[config.mk]
export PLATFORM = sky130hd
export DESIGN_NAME = usys_pe_inner
export DESIGN_NICKNAME = d
export VERILOG_FILES = /design/src/rtl/usys_pe_inner.sv
export SDC_FILE = /design/constraint.sdc
export NUM_CORES = 1
export LEC_CHECK = 0
export BUFFER_PORTS_ARGS = -buffer_cell sky130_fd_sc_hd__buf_2
export CORE_UTILIZATION = 23
export DETAILED_ROUTE_END_ITERATION = 10
export GPL_TIMING_DRIVEN = 0
export PLACE_DENSITY = 0.5
export SKIP_LAST_GASP = 1
export SLEW_MARGIN = 20
export SYNTH_ARGS = -nofsm -noshare
export SYNTH_HDL_FRONTEND = slang
export SYNTH_SLANG_ARGS = --single-unit
[constraint.sdc]
create_clock -name clk -period 4.3 [get_ports clk]
set_input_delay 0.43 -clock clk [delete_from_list [all_inputs] [get_ports clk]]
set_output_delay 0.43 -clock clk [all_outputs]
set_load 0.01 [all_outputs]
[src/rtl/usys_pe_inner.sv]
// ---------------------------------------------------------------------------
// usys_pe_inner
//
// Purpose:
//   Inner datapath of one unary-systolic GEMM processing element. A stored
//   sign-magnitude binary weight is turned into a bitstream by comparing it
//   with a pass-by random number. That bitstream is ANDed with a sign-magnitude
//   unary input bitstream, and the signed product bits are accumulated. On the
//   end-of-stream marker the neighbour partial sum is added and the result is
//   registered for the next PE. Weight, input, random numbers and M_end are
//   registered so they can be forwarded along the array.
//
// Ports:
//   clk, resetn              clock (rising edge); synchronous reset, active-high
//   b_weight_abs/sign        weight magnitude / sign (1 = negative)
//   b_weight_*_reg           stored weight
//   u_input_abs/sign         unary input bit / sign
//   u_input_*_reg            registered input
//   b_w_rand_num_passby      weight random number (used unregistered)
//   b_i_rand_num_passby      input random number (forwarded only)
//   b_*_rand_num_reg         registered random numbers
//   b_output_passby          neighbour partial sum
//   b_output_reg             registered partial sum
//   *_reg_en, *_reg_r0w1     per-group register control (load when both high)
//   M_end, M_end_reg         end-of-stream marker and its registered copy
//
// Configuration:
//   PE_OUTPUT_SATURATE_EN    when defined, the accumulator update and the final
//                            sum saturate to the signed output range; otherwise
//                            they wrap (two's complement).
// ---------------------------------------------------------------------------
module usys_pe_inner #(
  parameter int BINARY_WEIGHT_BITWIDTH     = 4,
  parameter int BINARY_RANDOM_NUM_BITWIDTH = 3,
  parameter int BINARY_OUTPUT_BITWIDTH     = 8,
  parameter int M_END_BITWIDTH             = 1
) (
  input  logic                                  clk,
  input  logic                                  resetn,
  input  logic [BINARY_WEIGHT_BITWIDTH-2:0]     b_weight_abs,
  input  logic                                  b_weight_sign,
  output logic [BINARY_WEIGHT_BITWIDTH-2:0]     b_weight_abs_reg,
  output logic                                  b_weight_sign_reg,
  input  logic                                  u_input_abs,
  input  logic                                  u_input_sign,
  output logic                                  u_input_abs_reg,
  output logic                                  u_input_sign_reg,
  input  logic [BINARY_RANDOM_NUM_BITWIDTH-1:0] b_w_rand_num_passby,
  output logic [BINARY_RANDOM_NUM_BITWIDTH-1:0] b_w_rand_num_reg,
  input  logic [BINARY_RANDOM_NUM_BITWIDTH-1:0] b_i_rand_num_passby,
  output logic [BINARY_RANDOM_NUM_BITWIDTH-1:0] b_i_rand_num_reg,
  input  logic [BINARY_OUTPUT_BITWIDTH-1:0]     b_output_passby,
  output logic [BINARY_OUTPUT_BITWIDTH-1:0]     b_output_reg,
  input  logic                                  weight_reg_en,
  input  logic                                  weight_reg_r0w1,
  input  logic                                  input_reg_en,
  input  logic                                  input_reg_r0w1,
  input  logic                                  rand_num_reg_en,
  input  logic                                  rand_num_reg_r0w1,
  input  logic                                  output_num_reg_en,
  input  logic                                  output_num_reg_r0w1,
  input  logic [M_END_BITWIDTH-1:0]             M_end,
  output logic [M_END_BITWIDTH-1:0]             M_end_reg
);

  localparam int WAW = BINARY_WEIGHT_BITWIDTH - 1;
  localparam int RW  = BINARY_RANDOM_NUM_BITWIDTH;
  localparam int OW  = BINARY_OUTPUT_BITWIDTH;

  logic [WAW-1:0]            weight_abs_q, weight_abs_d;
  logic                      weight_sign_q, weight_sign_d;
  logic                      input_abs_q, input_abs_d;
  logic                      input_sign_q, input_sign_d;
  logic [RW-1:0]             w_rand_q, w_rand_d;
  logic [RW-1:0]             i_rand_q, i_rand_d;
  logic [OW-1:0]             output_q, output_d;
  logic [OW-1:0]             acc_q, acc_d;
  logic                      valid_q, valid_d;
  logic [M_END_BITWIDTH-1:0] m_end_q, m_end_d;

  logic          wbit;
  logic          prod_bit;
  logic          prod_neg;
  logic [OW-1:0] delta;
  logic [OW-1:0] acc_next;

  // Signed add of two output-width values; clamps to the signed range when
  // saturation is enabled, wraps otherwise.
  function automatic logic [OW-1:0] add_out(input logic [OW-1:0] a,
                                            input logic [OW-1:0] b);
`ifdef PE_OUTPUT_SATURATE_EN
    logic [OW:0] ext;
    ext = {a[OW-1], a} + {b[OW-1], b};
    // Overflow shows up as disagreement between the two top bits.
    if (ext[OW] != ext[OW-1])
      add_out = ext[OW] ? {1'b1, {(OW-1){1'b0}}} : {1'b0, {(OW-1){1'b1}}};
    else
      add_out = ext[OW-1:0];
`else
    add_out = a + b;
`endif
  endfunction

  // Product bit: the weight becomes a stochastic bit by comparison against the
  // live (unregistered) random number, so neighbouring PEs see the same value.
  always_comb begin
    wbit     = (weight_abs_q > w_rand_q_live());
    prod_bit = input_abs_q & wbit;
    prod_neg = input_sign_q ^ weight_sign_q;
    delta    = '0;
    if (valid_q && prod_bit)
      delta = prod_neg ? {OW{1'b1}} : {{(OW-1){1'b0}}, 1'b1};
    acc_next = add_out(acc_q, delta);
  end

  function automatic logic [RW-1:0] w_rand_q_live();
    w_rand_q_live = b_w_rand_num_passby;
  endfunction

  // Next-state logic: each register group loads only on en & r0w1, otherwise
  // holds. M_end_reg takes priority over the output load control.
  always_comb begin
    weight_abs_d  = weight_abs_q;
    weight_sign_d = weight_sign_q;
    input_abs_d   = input_abs_q;
    input_sign_d  = input_sign_q;
    w_rand_d      = w_rand_q;
    i_rand_d      = i_rand_q;
    output_d      = output_q;
    acc_d         = acc_next;
    valid_d       = input_reg_en & input_reg_r0w1;
    m_end_d       = M_end;

    if (weight_reg_en && weight_reg_r0w1) begin
      weight_abs_d  = b_weight_abs;
      weight_sign_d = b_weight_sign;
    end
    if (input_reg_en && input_reg_r0w1) begin
      input_abs_d  = u_input_abs;
      input_sign_d = u_input_sign;
    end
    if (rand_num_reg_en && rand_num_reg_r0w1) begin
      w_rand_d = b_w_rand_num_passby;
      i_rand_d = b_i_rand_num_passby;
    end

    if (m_end_q != '0) begin
      output_d = add_out(acc_next, b_output_passby);
      acc_d    = '0;
    end else if (output_num_reg_en && output_num_reg_r0w1) begin
      output_d = b_output_passby;
    end
  end

  // State register with synchronous active-high reset.
  always_ff @(posedge clk) begin
    if (resetn) begin
      weight_abs_q  <= '0;
      weight_sign_q <= 1'b0;
      input_abs_q   <= 1'b0;
      input_sign_q  <= 1'b0;
      w_rand_q      <= '0;
      i_rand_q      <= '0;
      output_q      <= '0;
      acc_q         <= '0;
      valid_q       <= 1'b0;
      m_end_q       <= '0;
    end else begin
      weight_abs_q  <= weight_abs_d;
      weight_sign_q <= weight_sign_d;
      input_abs_q   <= input_abs_d;
      input_sign_q  <= input_sign_d;
      w_rand_q      <= w_rand_d;
      i_rand_q      <= i_rand_d;
      output_q      <= output_d;
      acc_q         <= acc_d;
      valid_q       <= valid_d;
      m_end_q       <= m_end_d;
    end
  end

  assign b_weight_abs_reg  = weight_abs_q;
  assign b_weight_sign_reg = weight_sign_q;
  assign u_input_abs_reg   = input_abs_q;
  assign u_input_sign_reg  = input_sign_q;
  assign b_w_rand_num_reg  = w_rand_q;
  assign b_i_rand_num_reg  = i_rand_q;
  assign b_output_reg      = output_q;
  assign M_end_reg         = m_end_q;

endmodule

# Word-level counts from Yosys, hierarchy flattened
# Cells that the tools add are included.
[totals]
inputBits = 31
ff_bits = 30
output_inout_bits = 21
[op_classes]
n_mux = 4
reduce_logical = 7
magnitude_cmp = 1
addsub = 2
bitwise = 3
[ops]
columns = ["op", "count"]
rows = [
  ["$mux 8", 4],
  ["$add 8x8->8", 2],
  ["$logic_and 1x1->1", 5],
  ["$gt 3x3->1", 1],
  ["$and 1x1->1", 2],
  ["$reduce_bool 2->1", 1],
  ["$reduce_or 2->1", 1],
  ["$xor 1x1->1", 1],
]

# Depth between registers and ports, before layout
[logic_depth]
depth_word = 7
depth_mapped = 19
ltp_nobuf = 19

# Worst setup path after synthesis
# OpenSTA, ideal clock, no wires.
[synth_path]
path_kind = "input to register"
startpoint = "in b_w_rand_num_passby[1]"
endpoint = "reg output_q[7] (netlist: b_output_reg[7])"
t_arrival_ns = 3.850
cell_stages = 17
setup_time_ns = 0.112
slack_ns = 0.338
path_buffers = 0
cell_sequence = "inv_1 -> ha_1 -> a211oi_1 -> nor3_1 -> ha_1 -> fa_1 -> a21o_1 -> a21oi_1 -> o21bai_1 -> a21oi_1 -> xnor2_1 -> ha_1 -> o21ai_0 -> nor3b_1 -> a311oi_1 -> a31oi_1 -> a2111oi_1"
[synth_via]
elab_chain_len = 7
[synth_lines]
columns = ["element", "line", "text"]
rows = [
  ["from (decl)", "48", "input logic [BINARY_RANDOM_NUM_BITWIDTH-1:0] b_w_rand_num_passby,"],
  ["$gt 3x3->1", "107", "wbit = (weight_abs_q > w_rand_q_live());"],
  ["$and 1x1->1", "108", "prod_bit = input_abs_q & wbit;"],
  ["$logic_and 1x1->1", "111", "if (valid_q && prod_bit)"],
  ["$mux 8", "111", ""],
  ["$add 8x8->8", "100", "add_out = a + b;"],
  ["via acc_next[6]", "85", "logic [OW-1:0] acc_next;"],
  ["$add 8x8->8", "100", ""],
  ["$mux 8", "147", "if (m_end_q != '0) begin"],
  ["to (signal assigned)", "175", "output_q <= output_d;"],
  ["to (decl)", "76", "logic [OW-1:0] output_q, output_d;"],
]
# The timed path passes the listed nets, and every way through them passes these cells.
# A chain may end at the register's enable or synchronous reset.

# Worst setup path in the final report
[layout_path]
startpoint = "reg weight_abs_q[1] (netlist: b_weight_abs_reg[1])"
endpoint = "reg output_q[7] (netlist: b_output_reg[7])"
[layout_via]
elab_chain_len = 7
[layout_lines]
columns = ["element", "line", "text"]
rows = [
  ["from (decl)", "70", "logic [WAW-1:0] weight_abs_q, weight_abs_d;"],
  ["from (signal assigned)", "169", "weight_abs_q <= weight_abs_d;"],
  ["$gt 3x3->1", "107", ""],
  ["$and 1x1->1", "108", ""],
  ["$logic_and 1x1->1", "111", ""],
  ["$mux 8", "111", ""],
  ["$add 8x8->8", "100", ""],
  ["via acc_next[6]", "85", ""],
  ["$add 8x8->8", "100", ""],
  ["$mux 8", "147", ""],
]
# The timed path passes the listed nets, and every way through them passes these cells.

==> impl_summary.md <==
STA
Between clock sinks in the finished design, the worst skew comes to 4.43 ps. The number of failing setup endpoints in the final timing report is 0. The max-slew headroom at the worst pin is 65.7%. Setup repair after global routing left no endpoint under its margin. The final critical delay including setup and external delays is 3950 ps. The final number of hold-violating endpoints is 0. Hold is met by 363 ps. For the pin with the worst max-slew slack, the measured transition is 514 ps.

In the final timing run, aggregate negative setup slack is 0 ps. The part of the cycle the worst path needs is 92.0%. The peak clock frequency supported by timing is 253 MHz. The number of pins exceeding their max-slew limit in the final report is 0. Setup slack on the critical path of the routed design comes to 345 ps.

Die
The initial core utilization is 23.8%. The overall die area is 7810 µm². From left edge to right edge, the die measures 88.4 µm.

The number of placement rows is 31. The region available for standard cell placement spans 7210 µm². During I/O placement, the number of pins put on the boundary was 52. In this run the vertical extent of the chip is 88.4 µm.

Global routing
Entering global routing, the biggest net connects 11 pins. The number of global-route vias before repair is 1,408. The final global-route overflow total is 0. The number of antenna violations at the first check in global routing came to 0.

The first global-routing pass estimated 6730 µm of wire. For this run, the total global-route usage over all layers was measured as 11.4%.

Clocking
The TritonCTS clock tree is yes. At the later pin of the worst-skew pair, clock insertion delay measures 280 ps. The number of levels the H-tree was split into is 2.

The clock root buffer master is sky130_fd_sc_hd__clkbuf_8. Hold repair after CTS inserted 0 buffers. The clock transition time at the flip-flop clock pins of the worst setup and hold paths is 70 ps. Counting every sink on the clock net gives 30. Buffers inserted during clock tree synthesis total 5.

Counting along the longest clock path gives a buffer depth of 2.

Worst setup path
The worst register-to-register path ends at b_output_reg[7]$_SDFFE_PP0P_. The critical path contains buffers and inverters numbering 0 combined. At the worst endpoint, the required time is 4470 ps. The critical path start-end classification is reg -> reg. The worst setup path is captured at a flip-flop. The critical path's top delay family is compound AO/OA/AOI/OAI gates.

The signal on the critical path passes through ha_1 > a211oi_4 > nor3_1 > ha_1 > fa_1 > a21o_1 > a21oi_2 > o21bai_1 > a21oi_2 > xnor2_1 > ha_1 > o21ai_0 > nor3b_1 > a311oi_2 > a31oi_1 > a2111oi_1. The data arrival time at the worst-slack endpoint is 4130 ps. The slowest stage of the critical path is the sky130_fd_sc_hd__fa_1 cell.

The maximum single-stage delay on the critical path is 410 ps. The worst register-to-register path begins at b_weight_abs_reg[1]$_SDFFE_PP0P_. The depth of the worst register-to-register path is 16. Setup slack on the worst reg-to-reg path comes out at 350 ps. The cell repeated most along the worst path is sky130_fd_sc_hd__ha_1. The largest fanout on the critical path is 4. The type of element launching the critical path is a flip-flop.

Layout
The number of inserted filler cells in the final layout is 789. For this run, the post-layout net count is 308. The synthesis-to-layout area growth is 30.3%. At the end of the flow the core is filled with cells to 31.0%. The share of post-route cells with drive strength above 1 is 25.6%. 0 antenna diodes ended up in the layout.

Outcome
The run finished with clean final reports.

Hold path
The path with the worst hold slack has its endpoint at M_end_reg$_SDFF_PP0_. The number of instances on the worst hold path is 2. The hold path startpoint is M_end. The class of the tightest hold or removal check is in -> reg.

Power and ir drop
The post-route total power is 0.666 mW. The leakage component of the power is 1.06 nW. The power density over cell area is 298 nW/µm². The peak supply drop is 0.168 mV.

Yosys
The number of distinct standard cells referenced by the synthesized netlist is 37. The average cell area after synthesis is 8.62 µm². The synthesized design contains 30 register bits. The cell type with the largest total area after synthesis is sky130_fd_sc_hd__dfxtp_1.

By area the synthesized netlist is led by sky130_fd_sc_hd__dfxtp_1 35%, sky130_fd_sc_hd__ha_1 13%, sky130_fd_sc_hd__a21oi_1 7.0%, sky130_fd_sc_hd__nand3_1 5.5%, sky130_fd_sc_hd__nand2_1 5.5%. For this run, the register share of the synthesized area comes to 35.0%. The total standard cell area after synthesis is 1720 µm². When the netlist entered floorplanning its net count stood at 250. The cell count after synthesis is 199. The share of synthesized area in the top cell type comes to 35.0%. The Yosys warning count is 0.

Detailed routing
The number of detailed-routing iterations run before antenna repair is 4. The total wirelength of the detailed-routed design is 4190 µm. The via total after detailed routing is 1,560.

The number of nets with antenna violations after detailed routing is 0. The initial detailed-routing violation count is 64. In the routed design, unresolved DRC markers number 0. After detailed routing, the number of vias per cell comes to 4.37. The routed wire length per instance is 11.7 µm.

Placed design
Summed over all nets, the half-perimeter wirelength after detailed placement is 3260 µm. The worst-case setup slack after placement is -187 ps. The congestion estimate from routability-driven global placement came to 0.756. The count of buffers added on input and output ports is 49.

Job
The number of max-cap violations is 0.
placed cells by master, fill, tap and decap left out, types with 3 or more instances in the layout:
master / count
sky130_fd_sc_hd__dfxtp_1: 30
sky130_fd_sc_hd__nand2_1: 25
sky130_fd_sc_hd__a21o_1: 4
sky130_fd_sc_hd__nand3_1: 19
sky130_fd_sc_hd__o21a_1: 3
sky130_fd_sc_hd__xnor2_1: 7
sky130_fd_sc_hd__and2_1: 7
sky130_fd_sc_hd__buf_2: 49
sky130_fd_sc_hd__a21oi_1: 22
sky130_fd_sc_hd__clkbuf_1: 5
sky130_fd_sc_hd__a311oi_1: 3
sky130_fd_sc_hd__inv_1: 7
sky130_fd_sc_hd__ha_1: 18
sky130_fd_sc_hd__nor2_1: 11
sky130_fd_sc_hd__clkbuf_8: 5
sky130_fd_sc_hd__a211oi_1: 3
sky130_fd_sc_hd__nor3_1: 3
kinds of logic after synthesis:
group           after synthesis  share of synthesized area, %
simple gates                 76                          22.0
compound gates               49                          18.2
flops                        30                          35.0
fa+ha+maj                    20                          15.5
buf+inv                      13                          2.84
xor+xnor                     10                          5.91
mux                           1                         0.656
timing repair:
| action | CTS | global route |
|---|---|---|
| gates resized for setup | 0 | 5 |
| setup buffers | 0 | 2 |
| endpoints found under the setup margin | 0 | 1 |
cell usage after synthesis:
library cell and n:
sky130_fd_sc_hd__o21bai_1 2, sky130_fd_sc_hd__a21o_1 4, sky130_fd_sc_hd__and2_1 7, sky130_fd_sc_hd__a211o_1 1, sky130_fd_sc_hd__nor2b_1 2, sky130_fd_sc_hd__clkinv_1 1, sky130_fd_sc_hd__xnor3_1 1, sky130_fd_sc_hd__xor2_1 2
sky130_fd_sc_hd__dfxtp_1 30, sky130_fd_sc_hd__nor4_1 1, sky130_fd_sc_hd__clkbuf_1 5, sky130_fd_sc_hd__a311oi_1 4, sky130_fd_sc_hd__nand2b_1 1, sky130_fd_sc_hd__nand3_1 19, sky130_fd_sc_hd__nor3_1 3, sky130_fd_sc_hd__a21oi_1 24
sky130_fd_sc_hd__a211oi_1 4, sky130_fd_sc_hd__xnor2_1 7, sky130_fd_sc_hd__fa_1 2, sky130_fd_sc_hd__and3_1 2, sky130_fd_sc_hd__nand2_1 25, sky130_fd_sc_hd__inv_1 7, sky130_fd_sc_hd__o211ai_1 1, sky130_fd_sc_hd__and2_2 1
sky130_fd_sc_hd__nand4_1 1, sky130_fd_sc_hd__or4_1 1, sky130_fd_sc_hd__ha_1 18, sky130_fd_sc_hd__o22ai_1 1, sky130_fd_sc_hd__o21a_1 3, sky130_fd_sc_hd__nor3b_1 1, sky130_fd_sc_hd__o21ai_0 2, sky130_fd_sc_hd__nor4_4 1
sky130_fd_sc_hd__a2111oi_1 1, sky130_fd_sc_hd__a31oi_1 1, sky130_fd_sc_hd__a221o_1 1, sky130_fd_sc_hd__mux2_2 1, sky130_fd_sc_hd__nor2_1 11
worst max-delay path by stage:
stage,start,end,slack [ps],depth (start not counted)
after global routing,b_weight_abs_reg[1]$_SDFFE_PP0P_,b_output_reg[7]$_SDFFE_PP0P_,40,16
after detailed placement,b_w_rand_num_passby[1],b_output_reg[7]$_SDFFE_PP0P_,-190,18
after CTS,b_weight_abs_reg[1]$_SDFFE_PP0P_,b_output_reg[7]$_SDFFE_PP0P_,30,16
final,b_weight_abs_reg[1]$_SDFFE_PP0P_,b_output_reg[7]$_SDFFE_PP0P_,350,16
after floorplan,b_w_rand_num_passby[1],b_output_reg[7]$_SDFFE_PP0P_,340,17
after global placement,b_w_rand_num_passby[1],b_output_reg[7]$_SDFFE_PP0P_,-150,18
cell type report:
cell class                      count  area (µm²)  share of cell area [%]
Clock inverter                      3        40.0                    1.79
Multi-Input combinational cell    156        1090                    48.9
Sequential cell                    30         601                    26.9
Clock buffer                        5        68.8                    3.08
Inverter                            8        30.0                    1.34
Tap cell                           99         124                    5.54
Buffer                              5        18.8                   0.840
Timing Repair Buffer               51         260                    11.6
power breakdown:
group / internal, mW / total, mW / switching [mW]
Combinational: 0.0380 / 0.0891 / 0.0510
Clock: 0.170 / 0.282 / 0.111
Sequential: 0.290 / 0.296 / 0.00618
metrics by stage:
stage          instances  instance area [µm²]
5_1_grt              357                 2230
3_3_place_gp         347                 2080
6_report             357                 2230
4_1_cts              355                 2190
2_1_floorplan        199                 1720
3_5_place_dp         347                 2080
layer usage:
metal / up-vias / part of all wire, % / GRT usage, %
met3: 6 / 3.4 / 2.61
met4: 0 / 1.8 / 4.84
met1: 701 / 48 / 15.3
li1: 827 / - / -
met5: - / 0 / 0
met2: 26 / 47 / 17.5
Note: power is estimated with default switching activity, not from simulation.
